### config.mk
export PLATFORM = sky130hd
export DESIGN_NAME = sel_scan_ctrl
export DESIGN_NICKNAME = d
export VERILOG_FILES = /design/src/rtl/sel_scan_ctrl.sv
export SDC_FILE = /design/constraint.sdc
export NUM_CORES = 1
export LEC_CHECK = 0
export BUFFER_PORTS_ARGS = -buffer_cell sky130_fd_sc_hd__buf_4
export CORE_ASPECT_RATIO = 1.25
export CORE_MARGIN = 2
export CORE_UTILIZATION = 62
export DETAILED_ROUTE_END_ITERATION = 10
export GPL_ROUTABILITY_DRIVEN = 0
export PLACE_DENSITY = 0.86
export SLEW_MARGIN = 25
export SYNTH_ARGS = -nofsm -noshare
export SYNTH_HDL_FRONTEND = slang
export SYNTH_SLANG_ARGS = --single-unit
### constraint.sdc
create_clock -name clk -period 2.7 [get_ports clk]
set_input_delay 0.54 -clock clk [delete_from_list [all_inputs] [get_ports clk]]
set_output_delay 0.54 -clock clk [all_outputs]
set_load 0.02 [all_outputs]
### src/rtl/sel_scan_ctrl.sv
// sel_scan_ctrl: debounced key / periodic auto-scan stepping of the 2-bit mult4 selector.
// Define SEL_SCAN_REVERSE_EN to add the key_dn_n down-step key.
module sel_scan_ctrl #(
  parameter int unsigned CLK_FREQ    = 12_000_000,
  parameter int unsigned DEBOUNCE_MS = 20,
  parameter int unsigned SCAN_MS     = 500
) (
  input  logic       clk,
  input  logic       rst_n,
  input  logic       key_n,
`ifdef SEL_SCAN_REVERSE_EN
  input  logic       key_dn_n,
`endif
  input  logic       auto_en,
  output logic [1:0] sel,
  output logic       sel_chg
);

  localparam int unsigned DB_CNT   = CLK_FREQ / 1000 * DEBOUNCE_MS;
  localparam int unsigned SCAN_CNT = CLK_FREQ / 1000 * SCAN_MS;
  localparam int unsigned DBW      = $clog2(DB_CNT);
  localparam int unsigned SCW      = $clog2(SCAN_CNT);
  localparam logic [DBW-1:0] DB_LAST   = DBW'(DB_CNT - 1);
  localparam logic [SCW-1:0] SCAN_LAST = SCW'(SCAN_CNT - 1);

`ifdef SEL_SCAN_REVERSE_EN
  localparam int unsigned NKEY = 2;
`else
  localparam int unsigned NKEY = 1;
`endif

  typedef enum logic [1:0] {
    IDLE,
    PRESS_WAIT,
    HELD,
    RELEASE_WAIT
  } db_state_e;

  logic [NKEY-1:0] key_raw;
  logic [NKEY-1:0] sync1_q;
  logic [NKEY-1:0] key_s_q;
  logic [NKEY-1:0] key_step;
  db_state_e       state_q  [NKEY];
  db_state_e       state_d  [NKEY];
  logic [DBW-1:0]  db_cnt_q [NKEY];
  logic [DBW-1:0]  db_cnt_d [NKEY];

  logic [SCW-1:0]  scan_cnt_q, scan_cnt_d;
  logic [1:0]      sel_q, sel_d;
  logic            sel_chg_q, sel_chg_d;
  logic            up_step, dn_step, key_hit, scan_step;

`ifdef SEL_SCAN_REVERSE_EN
  assign key_raw = {key_dn_n, key_n};
  assign dn_step = key_step[1];
`else
  assign key_raw = key_n;
  assign dn_step = 1'b0;
`endif
  assign up_step = key_step[0];
  assign key_hit = up_step | dn_step;

  // Each key: 2-flop synchronizer (reset to released) feeding its own debounce FSM.
  always_ff @(posedge clk or negedge rst_n) begin
    if (!rst_n) begin
      sync1_q <= '1;
      key_s_q <= '1;
      for (int unsigned k = 0; k < NKEY; k++) begin
        state_q[k]  <= IDLE;
        db_cnt_q[k] <= '0;
      end
    end else begin
      sync1_q <= key_raw;
      key_s_q <= sync1_q;
      for (int unsigned k = 0; k < NKEY; k++) begin
        state_q[k]  <= state_d[k];
        db_cnt_q[k] <= db_cnt_d[k];
      end
    end
  end

  always_comb begin
    key_step = '0;
    for (int unsigned k = 0; k < NKEY; k++) begin
      state_d[k]  = state_q[k];
      db_cnt_d[k] = db_cnt_q[k];
      unique case (state_q[k])
        IDLE: begin
          if (!key_s_q[k]) begin
            state_d[k]  = PRESS_WAIT;
            db_cnt_d[k] = '0;
          end
        end
        PRESS_WAIT: begin
          if (key_s_q[k]) begin
            state_d[k] = IDLE;
          end else if (db_cnt_q[k] == DB_LAST) begin
            state_d[k]  = HELD;
            key_step[k] = 1'b1;
          end else begin
            db_cnt_d[k] = db_cnt_q[k] + 1'b1;
          end
        end
        HELD: begin
          if (key_s_q[k]) begin
            state_d[k]  = RELEASE_WAIT;
            db_cnt_d[k] = '0;
          end
        end
        RELEASE_WAIT: begin
          if (!key_s_q[k]) begin
            state_d[k] = HELD;
          end else if (db_cnt_q[k] == DB_LAST) begin
            state_d[k] = IDLE;
          end else begin
            db_cnt_d[k] = db_cnt_q[k] + 1'b1;
          end
        end
        default: state_d[k] = IDLE;
      endcase
    end
  end

  assign scan_step = auto_en && (scan_cnt_q == SCAN_LAST);

  // Simultaneous up and down presses cancel each other and any coinciding auto step.
  always_comb begin
    sel_d     = sel_q;
    sel_chg_d = 1'b0;
    if (dn_step && !up_step) begin
      sel_d     = sel_q - 2'd1;
      sel_chg_d = 1'b1;
    end else if (!dn_step && (up_step || scan_step)) begin
      sel_d     = sel_q + 2'd1;
      sel_chg_d = 1'b1;
    end
    if (!auto_en || key_hit || scan_step) begin
      scan_cnt_d = '0;
    end else begin
      scan_cnt_d = scan_cnt_q + 1'b1;
    end
  end

  always_ff @(posedge clk or negedge rst_n) begin
    if (!rst_n) begin
      sel_q      <= 2'b00;
      sel_chg_q  <= 1'b0;
      scan_cnt_q <= '0;
    end else begin
      sel_q      <= sel_d;
      sel_chg_q  <= sel_chg_d;
      scan_cnt_q <= scan_cnt_d;
    end
  end

  assign sel     = sel_q;
  assign sel_chg = sel_chg_q;

endmodule

==> results.toml <==
[synthesis]
yosysMostFrequentCell = "dfrtp_1"
synth_cell_types = 46
synth_top_area_share_pct = 43.8
syn-instance-count = 264
synth_warnings = 0
synth.area.top_cells = "dfrtp_1 (44%), xnor2_1 (3.3%), nor3_1 (3.2%), nand2_1 (3.1%), nand4_1 (3.1%)"
ys_seq_area_share_pct = 45.8
async_flop_share_pct = 100
synth_nets = 270
ys_top_cells_by_count = "dfrtp_1 (46), nand2_1 (22), nor3_1 (17), nand3_1 (15), nand4_1 (13)"
synth.avg_cell_area_um2 = 9.96
netlist_area_mm2 = 0.00263
ys_ff_latch = 48
synth_enable_flop_cells = 0
yosysTopAreaCell = "dfrtp_1"
dominantRegCellSynth = "dfrtp_1"

[pwr]
power_density_mw_per_mm2 = 461
power_frac_seq_pct = 59.4
ir_worst_vdd_mv = 0.318
switchingPower_uw = 310
clkPwrFrac_pct = 34.5
finalPower_uw = 1290
p_int_uw = 982
combPwrFrac_pct = 6.1
p_sw_share_pct = 24.0
leakage_uw = 0.00109

[timing]
setup_violations = 0
setup-tns-final_ps = 0
clock.fmax_ghz = 0.467
hold_viol_final = 0
maxSlewViolCount = 0
finClkSkew_ps = 7.33
setup_ws_ps = 560
rsz0062_at_grt = "no"
layout_worst_path_cycle_share_pct = 79.3
tightest_slew_ps = 701
period_needed_ps = 2140
timing.slew.headroom_pct = 53.2
whs_ps = 242

[route]
wl_per_cell_um = 16.6
drt-initial-drc-count = 112
vias = 2203
detail_route.vias_per_cell = 6.72
firstDrtPassIters = 5
ant_nets = 0
drt_wl_total_mm = 5.43
drc = 0

[clock_network]
cts_tree = "done"
clockRootBuffer = "clkbuf_8"
holdBufCountCts = 0
post_cts_buffers = 0
clock_sinks = 48
cts_made_buffers = 5
clk_pin_slew_ps = 90
h-tree-depth = 2
ctsResizeCount = 0
cts_buffer_depth = 2
clk_latency_ps = 300

[place]
pre_cts_slack_ps = 608
port-buffer-count = 6
hpwl_mm = 3.74

[run_status]
status = "finished clean"

[setup_path]
critPathRequiredTime_ps = 2910
cp.arrival_ps = 2350
critPathLaunchType = "flop"
slowest_stage = "or4_4"
crit_buf_inv = 0
worstPathCellList = "ha_1 -> nand3_1 -> or3_1 -> or4_4 -> a211oi_2"
path_class = "reg2reg"
critPathMaxFanout = 9
cpPeakStageDelay_ps = 520
cp_top_family = "simple AND/OR/NAND/NOR gates"
end_kind = "flop"

[flow_run]
cap_violations = 0

[floorplanning]
num_rows = 26
core_area_mm2 = 0.00407
die_y_um = 76.8
dieWidth_um = 62.2
io_pins = 7
initial_core_util_pct = 64.6
die_area_mm2 = 0.00478

[global_routing]
grt-ovfl-total = 0
grt_pass1_vias = 2083
grt_max_degree = 49
grt_pass1_wl_mm = 9.45
grt_use_total_pct = 24.7
antenna_found_initial = 0

[layout]
diodes = 0
drive_gt1_share_pct = 8.82
fillCellCount = 316
multi_input_area_mm2 = 0.00133
seq_area_mm2 = 0.00120
final_nets = 277
area_growth_pct = 6.62

[hold_path]
hold_class = "in2async"
[registers in the layout, summed over array words and instances (netlist names), named ones only]
name        cells
db_cnt_q       18
sel             2
scan_cnt_q     23
sync1_q         1
state_q         1
key_s_q         1
sel_chg         1
[metal layers]
metal / GRT usage (%) / vias to the layer above / share of wire, %
li1: - / 1025 / -
met1: 29.6 / 1104 / 41
met2: 42.6 / 59 / 53
met3: 5.28 / 15 / 3.5
met4: 11.3 / 0 / 2.3
met5: 0 / - / 0
[final timing paths]
path                                               from                  endpoint  slack, ps  cells past startpoint
worst max-delay path            scan_cnt_q[0]$_DFF_PN0_  scan_cnt_q[22]$_DFF_PN0_        560                      5
worst min-delay path                              rst_n  db_cnt_q[10]$_DFFE_PN0P_        240                      1
worst max register to register  scan_cnt_q[0]$_DFF_PN0_  scan_cnt_q[22]$_DFF_PN0_        560                      5
worst min register to register        sync1_q$_DFF_PN1_         key_s_q$_DFF_PN1_        370                      0
max in group asynchronous                         rst_n  scan_cnt_q[12]$_DFF_PN0_       2060                      1
min in group clk                                  key_n         sync1_q$_DFF_PN1_        350                      1
[cell usage in the layout (no fill, tap or decap), drive strengths merged, types with 10 or more instances in the layout]
master   n
a21oi   10
buf     10
dfrtp   46
nand2   22
nand3   16
nand4   13
nor3    17
nor4    11
or4     10
xnor2   10
[final cells by class]
cell class              count  share of cell area [%]
multi-input cells         197                    47.3
flip-flops and latches     48                    42.9
clock buffers               7                    3.08
repair buffers             10                    2.68
well taps                  56                    2.50
inverters                   9                    1.21
clock inverters             1                   0.268
[cell families (layout without fill, tap and decap cells)]
| logic type | after synthesis | after routing | share of synthesized area, % |
|---|---|---|---|
| AO/OA/AOI/OAI | 43 | 43 | 11.6 |
| AND/OR/NAND/NOR | 125 | 125 | 28.5 |
| flip-flops | 48 | 48 | 45.8 |
| multiplexers | 9 | 9 | 3.47 |
| adder cells (fa/ha/maj) | 2 | 2 | 0.952 |
| buffers and inverters | 19 | 27 | 3.76 |
| XOR/XNOR | 18 | 18 | 6.00 |
[per-stage QoR]
stage | area [µm²] | util (%) | cells
floorplan | 2630 | - | 264
global placement | 2710 | 66.6 | 320
detailed placement | 2710 | 66.6 | 320
CTS | 2800 | 68.9 | 328
global route | 2800 | 68.9 | 328
finish | 2800 | 68.9 | 328
[power groups by stage]
stage	clock network [µW]	registers (µW)	logic, µW
after floorplan	0	776	52.2
after global placement	0	780	77.2
after detailed placement	0	781	80.2
after CTS	453	768	80.5
after global routing	485	772	93.1
final	445	768	79.1
Note: power is estimated with default switching activity, not from simulation.
